<file path="src/rtl/fpu_add_result_buffer.sv">
// Result buffer behind the single-precision FPU adder.
// Every adder result pulse goes into a first-word-fall-through FIFO. The
// FIFO head is presented to the consumer with a valid/ready handshake.
// An in-flight counter lets the upstream issuer send an add only when a FIFO
// slot is guaranteed to be free for its result. Sticky flags report misuse
// and NaN results, for debug.
module fpu_add_result_buffer #(
  parameter int DATA_W = 32,
  parameter int DEPTH  = 8,
  parameter int CNT_W  = $clog2(DEPTH + 1)
) (
  input  logic              aclk,
  input  logic              areset,
  input  logic              issue_fire,
  output logic              credit_avail,
  input  logic              result_tvalid,
  input  logic [DATA_W-1:0] result_tdata,
  output logic              m_tvalid,
  input  logic              m_tready,
  output logic [DATA_W-1:0] m_tdata,
  output logic [CNT_W-1:0]  count,
  output logic [CNT_W-1:0]  in_flight,
  input  logic              err_clr,
  output logic              overflow,
  output logic              credit_err,
  output logic              orphan_err,
  output logic              nan_seen
);

  localparam int PTR_W = (DEPTH > 1) ? $clog2(DEPTH) : 1;
  localparam logic [CNT_W-1:0] DEPTH_CNT = CNT_W'(DEPTH);
  // The credit sum needs one extra bit: in_flight + count can reach 2*DEPTH
  // under illegal use.
  localparam logic [CNT_W:0]   DEPTH_SUM = (CNT_W + 1)'(DEPTH);
  localparam int FLAG_N = 4;

  // Bit positions of the sticky flags in the packed flag vector.
  localparam int F_OVERFLOW = 0;
  localparam int F_CREDIT   = 1;
  localparam int F_ORPHAN   = 2;
  localparam int F_NAN      = 3;

  logic [DATA_W-1:0] mem [DEPTH];

  logic [PTR_W-1:0]  rd_ptr_reg, rd_ptr_next;
  logic [PTR_W-1:0]  wr_ptr_reg, wr_ptr_next;
  logic [CNT_W-1:0]  count_reg, count_next;
  logic [CNT_W-1:0]  in_flight_reg, in_flight_next;
  logic [FLAG_N-1:0] flag_reg;
  logic [FLAG_N-1:0] flag_set;

  logic push;
  logic pop;
  logic full;
  logic accept;
  logic wr_en;
  logic inc;
  logic dec;
  logic push_is_nan;
  logic [CNT_W:0] credit_sum;

  // The handshake is driven from registered state only. m_tdata comes straight
  // from the array, so the head is visible in the cycle after its write.
  assign m_tvalid = (count_reg != '0);
  assign m_tdata  = mem[rd_ptr_reg];
  assign count     = count_reg;
  assign in_flight = in_flight_reg;

  // Credit depends only on registered counters. This keeps issue_fire free of
  // any combinational path from the consumer or from the adder.
  assign credit_sum   = {1'b0, in_flight_reg} + {1'b0, count_reg};
  assign credit_avail = (credit_sum < DEPTH_SUM);

  assign push   = result_tvalid;
  assign pop    = m_tvalid & m_tready;
  assign full   = (count_reg == DEPTH_CNT);
  // When the FIFO is full, a push is stored only if the head leaves in the same cycle.
  assign accept = push & (~full | pop);
  assign wr_en  = accept & ~areset;

  assign inc = issue_fire & credit_avail;
  assign dec = result_tvalid & (in_flight_reg != '0);

  // A NaN has an all-ones exponent and a non-zero mantissa. An infinity has a
  // zero mantissa and does not count as a NaN.
  assign push_is_nan = (result_tdata[30:23] == 8'hFF) && (result_tdata[22:0] != 23'd0);

  // Next-state computation for the pointers and for both counters.
  always_comb begin
    rd_ptr_next    = rd_ptr_reg;
    wr_ptr_next    = wr_ptr_reg;
    count_next     = count_reg;
    in_flight_next = in_flight_reg;

    if (pop) begin
      rd_ptr_next = rd_ptr_reg + PTR_W'(1);
    end
    if (accept) begin
      wr_ptr_next = wr_ptr_reg + PTR_W'(1);
    end

    if (accept && !pop) begin
      count_next = count_reg + CNT_W'(1);
    end else if (pop && !accept) begin
      count_next = count_reg - CNT_W'(1);
    end

    if (inc && !dec) begin
      in_flight_next = in_flight_reg + CNT_W'(1);
    end else if (dec && !inc) begin
      in_flight_next = in_flight_reg - CNT_W'(1);
    end
  end

  // Set conditions for each sticky flag in this cycle.
  always_comb begin
    flag_set             = '0;
    flag_set[F_OVERFLOW] = push & ~accept;
    flag_set[F_CREDIT]   = issue_fire & ~credit_avail;
    flag_set[F_ORPHAN]   = result_tvalid & (in_flight_reg == '0);
    flag_set[F_NAN]      = accept & push_is_nan;
  end

  // Register the pointers and counters. Reset drops anything that is pending.
  always_ff @(posedge aclk) begin
    if (areset) begin
      rd_ptr_reg    <= '0;
      wr_ptr_reg    <= '0;
      count_reg     <= '0;
      in_flight_reg <= '0;
    end else begin
      rd_ptr_reg    <= rd_ptr_next;
      wr_ptr_reg    <= wr_ptr_next;
      count_reg     <= count_next;
      in_flight_reg <= in_flight_next;
    end
  end

  // FIFO storage. It has no reset, so it can map onto distributed or block memory.
  always_ff @(posedge aclk) begin
    if (wr_en) begin
      mem[wr_ptr_reg] <= result_tdata;
    end
  end

  // Sticky flags. In the same cycle, a new event takes priority over err_clr.
  generate
    for (genvar gi = 0; gi < FLAG_N; gi++) begin : g_flag
      always_ff @(posedge aclk) begin
        if (areset) begin
          flag_reg[gi] <= 1'b0;
        end else if (flag_set[gi]) begin
          flag_reg[gi] <= 1'b1;
        end else if (err_clr) begin
          flag_reg[gi] <= 1'b0;
        end
      end
    end
  endgenerate

  assign overflow   = flag_reg[F_OVERFLOW];
  assign credit_err = flag_reg[F_CREDIT];
  assign orphan_err = flag_reg[F_ORPHAN];
  assign nan_seen   = flag_reg[F_NAN];

endmodule

</file>
<file path="config.mk">
export PLATFORM = sky130hd
export DESIGN_NAME = fpu_add_result_buffer
export DESIGN_NICKNAME = d
export VERILOG_FILES = /design/src/rtl/fpu_add_result_buffer.sv
export SDC_FILE = /design/constraint.sdc
export NUM_CORES = 1
export LEC_CHECK = 0
export BUFFER_PORTS_ARGS = -buffer_cell sky130_fd_sc_hd__buf_2
export CORE_UTILIZATION = 35
export DETAILED_ROUTE_END_ITERATION = 8
export GPL_ROUTABILITY_DRIVEN = 0
export MAX_ROUTING_LAYER = met4
export PLACE_DENSITY_LB_ADDON = 0.05
export SKIP_CTS_REPAIR_TIMING = 1
export SLEW_MARGIN = 30
export SYNTH_ARGS = -nofsm -noshare
export SYNTH_HDL_FRONTEND = slang
export SYNTH_SLANG_ARGS = --single-unit
</file>
<file path="constraint.sdc">
create_clock -name aclk -period 7.7 [get_ports aclk]
set_input_delay 1.54 -clock aclk [delete_from_list [all_inputs] [get_ports aclk]]
set_output_delay 1.54 -clock aclk [all_outputs]
set_load 0.03 [all_outputs]
</file>
==> run_results.csv, run 1 <==
group,metric,value,unit
sta,finalSetupTns,0,ns
layout,seq_area,8114,µm²
logic_synthesis,syn_nets,559,
pwr,p_leak,4.261,nW
sta,tightest_slew,0.9048,ns
logic_synthesis,synthFlopType,"edfxtp_1",
global_routing,gr-usage-all-layers,15.02,%
detailed_routing,first_iter_violations,295,
detailed_routing,ant_nets,0,
logic_synthesis,synth_cells,508,
detailed_routing,routed-via-count,5202,
detailed_routing,dr.pass1.iters,8,
hold_path,hold_class,"flop to flop",
global_routing,grt_pass1_wl,34.78,mm
pwr,peakVddDrop,180.1,µV
worst_setup_path,crit_buf_inv,2,
clocking,htreeDepth,1,
pwr,switching_share,28.28,%
place,portBuffers,83,
detailed_routing,drc,8,
worst_setup_path,startpoint_type,"flop",
pwr,switching_power,1.156,mW
sta,finalHoldViolCount,0,
logic_synthesis,ys_types,42,
pwr,p_seq_share,43.3,%
worst_setup_path,crit_slowest_cell,"buf_4",
worst_setup_path,cp_slowest_stage_delay,0.78,ns
sta,slew_headroom,39.68,%
logic_synthesis,yosysWarnings,0,
clocking,cts_buffers,31,
pwr,p_comb_share,24.8,%
worst_setup_path,critPathMaxFanout,44,
floorplanning,initial_core_util,35.79,%
pwr,clock_power_share,31.8,%
detailed_routing,wl_per_cell,22.54,µm
worst_setup_path,crit_path_end_kind,"output port",
clocking,clock_path_buffers,3,
global_routing,antenna_found_initial,1,
worst_setup_path,crit_family,"buffers and inverters",
sta,rsz0062_at_grt,"no",
global_routing,grt_pass1_vias,5520,
place,dpl.hpwl,12.82,mm
layout,multi_input_area,2790,µm²
logic_synthesis,synth-edff-count,256,
worst_setup_path,required,6.16,ns
sta,fin_crit_sh,59.94,%
clocking,clk_pin_slew,0.06,ns
floorplanning,boundaryPins,84,
sta,maxSlewViolCount,0,
worst_setup_path,crit_chain,"buf_4 > mux4_1 > mux2_2 > buf_2",
floorplanning,die_h,179.5,µm
floorplanning,fp.dieArea,32240,µm²
clocking,cts_root_buf,"clkbuf_16",
floorplanning,core,30830,µm²
flow_run,cap_violations,0,
layout,fill_cells,2701,
layout,syn_to_final_growth,16.32,%
clocking,clk_latency,0.54,ns
pwr,pwr_density_cell,318.5,nW/µm²
outcome,violations,"design-rule violations",
layout,final_nets,666,
outcome,status,"complete, but fails checks",
clocking,numClockSinks,277,
global_routing,grt_max_degree,65,
detailed_routing,vias_per_cell,5.041,
global_routing,overflow,0,
clocking,cts_tree,"yes",
floorplanning,rows,64,
logic_synthesis,ys_seq_area_share,73.49,%
detailed_routing,wl,23.27,mm
sta,finClkSkew,0.006107,ns
sta,max_freq,216.7,MHz
sta,setup_viol,0,
layout,drive_gt1_share,33.28,%
pwr,p_int,2.932,mW
logic_synthesis,synth_area,11030,µm²
worst_setup_path,worstSetupPathType,"flop to output port",
logic_synthesis,synth_area_per_cell,21.72,µm²
worst_setup_path,critPathArrivalTime,3.08,ns
pwr,fin_total_pwr,4.088,mW
logic_synthesis,synth-seq-cells,277,
logic_synthesis,synthArstFlopShare,0,%
layout,largest_register_ffs,256,
floorplanning,die_w,179.5,µm
sta,finalCriticalPeriod,4.615,ns
-- tightest hold or removal path, stage by stage (launching register included) --
cell and delay (ns):
dfxtp_1 0.31, nand2_1 0.05, a21oi_1 0.07
-- logic make-up after synthesis --
kind of cell	share of synthesized area, %
buffers and inverters	1.701
AO/OA/AOI/OAI	1.225
AND/OR/NAND/NOR	2.960
XOR/XNOR	0.4763
adder cells (fa/ha/maj)	1.610
flip-flops	73.49
multiplexers	18.54
-- cell type report --
| class | instances | area share (%) |
|---|---|---|
| sequential | 277 | 63.22 |
| multi-input combinational | 203 | 21.74 |
| clock buffer | 45 | 6.454 |
| timing repair buffer | 98 | 4.143 |
| tap | 396 | 3.861 |
| clock inverter | 7 | 0.4192 |
| inverter | 4 | 0.1170 |
| antenna | 2 | 0.03900 |
-- cell usage after synthesis, types with 2 or more instances --
master | n | area share, %
edfxtp_1 | 256 | 70
mux2i_1 | 3 | 0.27
dfxtp_1 | 21 | 3.8
fa_1 | 2 | 0.36
mux4_1 | 35 | 8.3
nor2b_1 | 3 | 0.17
a211oi_1 | 2 | 0.14
xnor2_1 | 2 | 0.16
inv_1 | 4 | 0.14
ha_1 | 11 | 1.2
nand3_1 | 5 | 0.23
nor3_1 | 4 | 0.18
a31oi_1 | 2 | 0.11
mux4_2 | 29 | 5.9
buf_2 | 3 | 0.14
buf_6 | 6 | 0.61
xor2_1 | 4 | 0.32
clkbuf_1 | 5 | 0.17
buf_12 | 2 | 0.36
mux2_2 | 18 | 1.8
nand2b_1 | 5 | 0.28
a21oi_1 | 9 | 0.41
buf_1 | 7 | 0.24
nor2_1 | 24 | 0.82
nand2_1 | 5 | 0.17
nand4_1 | 2 | 0.11
mux2_4 | 16 | 2.2
nor4_1 | 9 | 0.51
-- placed cells by master (no fill, tap or decap), types with 5 or more instances in the layout --
master,instances
a21oi_1,9
buf_2,83
buf_4,14
clkbuf_1,14
clkbuf_16,31
clkinv_1,5
dfxtp_1,18
edfxtp_1,256
ha_1,11
mux2_2,18
mux2_4,16
mux4_1,35
mux4_2,29
nand2_1,5
nand2b_1,5
nand3_1,5
nor2_1,20
nor4_1,7
-- worst paths after layout --
path / start / to / slack [ns] / cells past startpoint
max: flop / m_tdata[28] / 3.08 / 4
min: rd_ptr_reg[1] / flop / 0.47 / 2
max reg2reg: in_flight[1] / in_flight[3] / 4.55 / 11
min reg2reg: rd_ptr_reg[1] / flop / 0.47 / 2
-- power groups by stage --
stage          Sequential (mW)  Combinational, mW  Clock, mW
2_1_floorplan             1.80              0.821          0
3_3_place_gp              1.80               1.03          0
3_5_place_dp              1.81               1.04          0
4_1_cts                   1.77               1.04       1.35
5_1_grt                   1.78               1.10       1.40
6_report                  1.77               1.02       1.30
-- through the flow --
step / utilization (%) / hold slack (ns) / cells / worst slack, ns / instance area (µm²)
floorplan: - / 0.4541 / 508 / 2.167 / 11030
global placement: 38.74 / 0.4533 / 978 / 3.544 / 11940
detailed placement: 38.75 / 0.4644 / 978 / 3.527 / 11950
CTS: 41.61 / 0.4750 / 1030 / 2.939 / 12830
global route: 41.62 / 0.5034 / 1031 / 2.876 / 12830
finish: 41.63 / 0.4748 / 1032 / 3.085 / 12830
-- routing by layer --
| layer | global-route usage (%) | wire [µm] | up-vias |
|---|---|---|---|
| li1 | - | - | 2345 |
| met1 | 19.41 | 10330 | 2710 |
| met2 | 25.02 | 11570 | 114 |
| met3 | 2.330 | 886 | 33 |
| met4 | 3.448 | 471 | 0 |
| met5 | - | 0 | - |
(Power assumes the default switching activity.)
==> run 2: changes to the inputs <==
==> constraint.sdc (replaced) <==
create_clock -name aclk -period 4.8 [get_ports aclk]
set_input_delay 0.96 -clock aclk [delete_from_list [all_inputs] [get_ports aclk]]
set_output_delay 0.96 -clock aclk [all_outputs]
set_load 0.03 [all_outputs]
==> run_results.csv, run 2 (synthesis results as in run 1) <==
group,metric,value,unit
outcome,status,"complete, but fails checks",
outcome,violations,"design-rule violations",
clocking,clk_latency,0.54,ns
global_routing,antenna_found_initial,2,
sta,tightest_slew,0.8255,ns
detailed_routing,ant_nets,0,
flow_run,cap_violations,0,
hold_path,hold_class,"flop to flop",
clocking,cts_root_buf,"clkbuf_16",
floorplanning,die_h,179.5,µm
worst_setup_path,worstSetupPathType,"flop to output port",
pwr,pwr_density_cell,523.0,nW/µm²
global_routing,grt_pass1_wl,34.79,mm
clocking,clk_pin_slew,0.06,ns
hold_path,hold_start,"credit_err",
sta,holdWs,0.4737,ns
worst_setup_path,startpoint_type,"flop",
sta,rsz0062_at_grt,"no",
layout,stdcell_count,1037,
layout,final_core_util,42.06,%
global_routing,grt_max_degree,41,
detailed_routing,routed-via-count,5234,
detailed_routing,first_iter_violations,318,
floorplanning,initial_core_util,35.79,%
layout,syn_to_final_growth,17.52,%
layout,final_common_cell,"edfxtp_1",
sta,setup_slack,1.145,ns
clocking,cts_tree,"yes",
sta,finalSetupTns,0,ns
clocking,clock_path_buffers,3,
layout,final_nets,665,
sta,setup_viol,0,
place,dpl.hpwl,12.89,mm
detailed_routing,dr.pass1.iters,8,
detailed_routing,drc,4,
global_routing,grt_pass1_vias,5632,
sta,fin_crit_sh,76.15,%
clocking,cts_buffers,31,
sta,finalCriticalPeriod,3.655,ns
place,dp_slack,1.628,ns
worst_setup_path,crit_path_end_kind,"output port",
detailed_routing,vias_per_cell,5.047,
worst_setup_path,critPathArrivalTime,2.70,ns
detailed_routing,wl_per_cell,22.14,µm
floorplanning,fp.dieArea,32240,µm²
layout,drive_gt1_share,34.48,%
floorplanning,boundaryPins,84,
worst_setup_path,r2r-start,"in_flight[1]",
sta,max_freq,273.6,MHz
floorplanning,die_w,179.5,µm
sta,finClkSkew,0.006896,ns
pwr,peakVddDrop,306.2,µV
place,dp.cells,977,
sta,maxSlewViolCount,0,
sta,finalHoldViolCount,0,
global_routing,gr-usage-all-layers,14.84,%
detailed_routing,wl,22.96,mm
floorplanning,rows,64,
layout,mostFrequentLayoutCells,"256 x edfxtp_1, 83 x buf_2, 35 x mux4_1",
pwr,p_leak,4.323,nW
clocking,numClockSinks,277,
floorplanning,core,30830,µm²
place,portBuffers,83,
sta,slew_headroom,44.97,%
worst_setup_path,critPathMaxFanout,40,
worst_setup_path,required,3.84,ns
clocking,htreeDepth,1,
layout,largest_register_ffs,256,
global_routing,overflow,0,
-- run 2: cell types whose count changed in the layout (fill, tap and decap cells not counted) --
| cell | previous run | this run |
|---|---|---|
| diode_2 | 2 | 3 |
| clkinv_1 | 5 | 10 |
| clkinv_2 | 1 | 5 |
| clkinvlp_4 | 0 | 1 |
| clkinv_4 | 0 | 1 |
| buf_6 | 1 | 0 |
| bufinv_16 | 1 | 4 |
| clkbuf_1 | 14 | 4 |
| buf_4 | 14 | 12 |
| buf_12 | 0 | 2 |
| inv_6 | 0 | 1 |
-- run 2: through the flow --
stage / area (µm²) / total power, mW
final: 12970 / 6.781
after global routing: 12960 / 7.076
after CTS: 12960 / 6.890
after detailed placement: 11960 / 4.577
after global placement: 11960 / 4.560
after floorplan: 11030 / 4.199
-- run 2: path summary, 6_finish.rpt --
kind | to | slack, ns | cells past startpoint
max | m_tdata[9] | 1.14 | 4
min | credit_err | 0.47 | 2
max reg2reg | in_flight[3] | 1.61 | 11
min reg2reg | credit_err | 0.47 | 2
-- run 2: power breakdown --
| part | leakage (nW) | internal [mW] | switching (mW) |
|---|---|---|---|
| sequential | 2.49 | 2.73 | 0.146 |
| clock | 0.487 | 1.39 | 0.905 |
| combinational | 1.35 | 0.759 | 0.852 |
-- run 2: final cells by class --
| class | instances | area, µm² |
|---|---|---|
| clock inverters | 22 | 207.7 |
| flip-flops and latches | 277 | 8114 |
| clock buffers | 35 | 790.8 |
| well taps | 396 | 495.5 |
| multi-input cells | 203 | 2790 |
| fillers | 2700 | 17860 |
| diodes | 3 | 7.507 |
| repair buffers | 97 | 545.5 |
| inverters | 4 | 15.01 |
-- run 2: routing by layer --
| layer | track usage [%] | vias to the layer above | wire, µm |
|---|---|---|---|
| li1 | - | 2358 | - |
| met1 | 18.80 | 2738 | 10180 |
| met2 | 24.84 | 105 | 11460 |
| met3 | 2.451 | 33 | 853 |
| met4 | 3.828 | 0 | 466 |
| met5 | - | - | 0 |
-- run 2: critical path, stage by stage, from the launching register on --
cell,delay (ns)
dfxtp_4,0.68
buf_12,0.36
mux4_1,0.61
mux2_4,0.28
buf_2,0.17
==> run 3: changes to the inputs <==
==> constraint.sdc (replaced) <==
create_clock -name aclk -period 3.16 [get_ports aclk]
set_input_delay 0.632 -clock aclk [delete_from_list [all_inputs] [get_ports aclk]]
set_output_delay 0.632 -clock aclk [all_outputs]
set_load 0.03 [all_outputs]
==> run_results.csv, run 3 (synthesis results as in run 1) <==
group,metric,value,unit
detailed_routing,wl,23.32,mm
pwr,clock_power_share,31.2,%
global_routing,gr-usage-all-layers,15.14,%
worst_setup_path,startpoint_type,"flop",
sta,finalSetupTns,0,ns
clocking,cts_tree,"yes",
layout,mostFrequentLayoutCells,"256 x edfxtp_1, 83 x buf_2, 35 x mux4_1",
worst_setup_path,path_common_cell,"ha_1",
worst_setup_path,path_depth,11,
layout,final_core_util,42.26,%
floorplanning,die_h,179.5,µm
layout,syn_to_final_growth,18.09,%
detailed_routing,drc,5,
pwr,peakVddDrop,461.1,µV
hold_path,hold_class,"input port to flop",
place,dpl.hpwl,13.57,mm
clocking,clock_path_buffers,3,
detailed_routing,wl_per_cell,22.44,µm
sta,fin_crit_sh,94.32,%
worst_setup_path,critPathArrivalTime,3.41,ns
sta,slew_headroom,56.14,%
worst_setup_path,cp_slowest_stage_delay,0.36,ns
sta,rsz0062_at_grt,"no",
clocking,htreeDepth,1,
worst_setup_path,crit_family,"compound AO/OA/AOI/OAI gates",
place,portBuffers,83,
pwr,p_comb_share,26.1,%
sta,setup_slack,0.1794,ns
detailed_routing,vias_per_cell,5.082,
place,dp_slack,0.2311,ns
floorplanning,rows,64,
floorplanning,initial_core_util,35.79,%
global_routing,antenna_found_initial,0,
worst_setup_path,worstSetupEndpoint,"in_flight[3]",
global_routing,overflow,0,
pwr,p_int,7.149,mW
detailed_routing,first_iter_violations,314,
worst_setup_path,crit_slowest_cell,"dfxtp_4",
clocking,numClockSinks,277,
flow_run,cap_violations,0,
floorplanning,die_w,179.5,µm
floorplanning,boundaryPins,84,
pwr,p_leak,4.337,nW
layout,final_common_cell,"edfxtp_1",
layout,largest_register_ffs,256,
layout,drive_gt1_share,35.30,%
worst_setup_path,r2r-start,"count[1]",
sta,finClkSkew,0.008971,ns
global_routing,grt_pass1_wl,35.62,mm
worst_setup_path,r2r_cells,11,
pwr,pwr_density_cell,770.5,nW/µm²
detailed_routing,ant_nets,0,
sta,maxSlewViolCount,0,
worst_setup_path,reg2reg_slack,0.18,ns
layout,final_nets,674,
global_routing,grt_pass1_vias,5734,
clocking,cts_buffers,31,
detailed_routing,routed-via-count,5280,
worst_setup_path,required,3.59,ns
worst_setup_path,crit_path_end_kind,"flop",
sta,tightest_slew,0.6519,ns
worst_setup_path,r2r-end,"in_flight[3]",
clocking,cts_root_buf,"clkbuf_16",
clocking,clk_pin_slew,0.05,ns
clocking,clk_latency,0.55,ns
pwr,p_seq_share,42.7,%
worst_setup_path,startpoint,"count[1]",
sta,max_freq,335.5,MHz
floorplanning,fp.dieArea,32240,µm²
sta,setup_viol,0,
sta,holdWs,0.3270,ns
outcome,status,"complete, but fails checks",
worst_setup_path,crit_chain,"ha_1 > a31o_2 > a2111oi_4 > and2_1 > ha_1 > inv_1 > ha_1 > a21oi_1 > a211oi_1 > a31oi_1 > mux2_2",
pwr,fin_total_pwr,10.04,mW
worst_setup_path,critPathMaxFanout,7,
layout,n_antenna_cell,0,
detailed_routing,dr.pass1.iters,8,
outcome,violations,"design-rule violations",
worst_setup_path,worstSetupPathType,"flop to flop",
sta,finalHoldViolCount,0,
pwr,switching_share,28.79,%
pwr,switching_power,2.890,mW
global_routing,grt_max_degree,33,
worst_setup_path,crit_buf_inv,1,
sta,finalCriticalPeriod,2.981,ns
floorplanning,core,30830,µm²
==> run 3: per-layer routing <==
layer / share of wire (%) / vias to the layer above / track usage (%)
met3: 3.6 / 34 / 2.694
li1: - / 2371 / -
met1: 45 / 2775 / 19.52
met5: 0 / - / -
met2: 50 / 100 / 25.05
met4: 1.9 / 0 / 3.379
==> run 3: how the worst min path moves through the flow <==
stage / slack (ns) / endpoint / cells after the start / from
after detailed placement: 0.46 / credit_err / 2 / credit_err
after global routing: 0.33 / nan_seen / 2 / err_clr
after CTS: 0.30 / nan_seen / 2 / err_clr
final: 0.33 / nan_seen / 2 / err_clr
after global placement: 0.46 / credit_err / 2 / credit_err
after floorplan: 0.45 / flop / 2 / rd_ptr_reg[1]
==> run 3: area by class of cell <==
cell class / instances / area (µm²)
flip-flops and latches: 277 / 8119
fillers: 2733 / 17800
multi-input cells: 203 / 2833
clock buffers: 40 / 809.5
inverters: 4 / 15.01
well taps: 396 / 495.5
clock inverters: 13 / 68.82
repair buffers: 106 / 688.2
==> run 3: worst register-to-register path: stages, from the launching register on <==
cell	delay, ns
dfxtp_4	0.36
ha_1	0.29
a31o_2	0.26
a2111oi_4	0.33
and2_1	0.18
ha_1	0.16
inv_1	0.09
ha_1	0.33
a21oi_1	0.23
a211oi_1	0.12
a31oi_1	0.16
mux2_2	0.35
==> run 3: through the flow <==
stage	std cells	cell area (µm²)
after floorplan	508	11080
after global placement	985	12140
after detailed placement	985	12140
after CTS	1038	13020
after global routing	1039	13030
final	1039	13030
==> run 3: power by group through the flow <==
stage / Clock (mW) / Combinational [mW] / Sequential [mW]
after floorplan: 0 / 2.02 / 4.38
after global placement: 0 / 2.61 / 4.40
after detailed placement: 0 / 2.62 / 4.41
after CTS: 3.23 / 2.63 / 4.33
after global routing: 3.37 / 2.83 / 4.31
final: 3.13 / 2.63 / 4.29
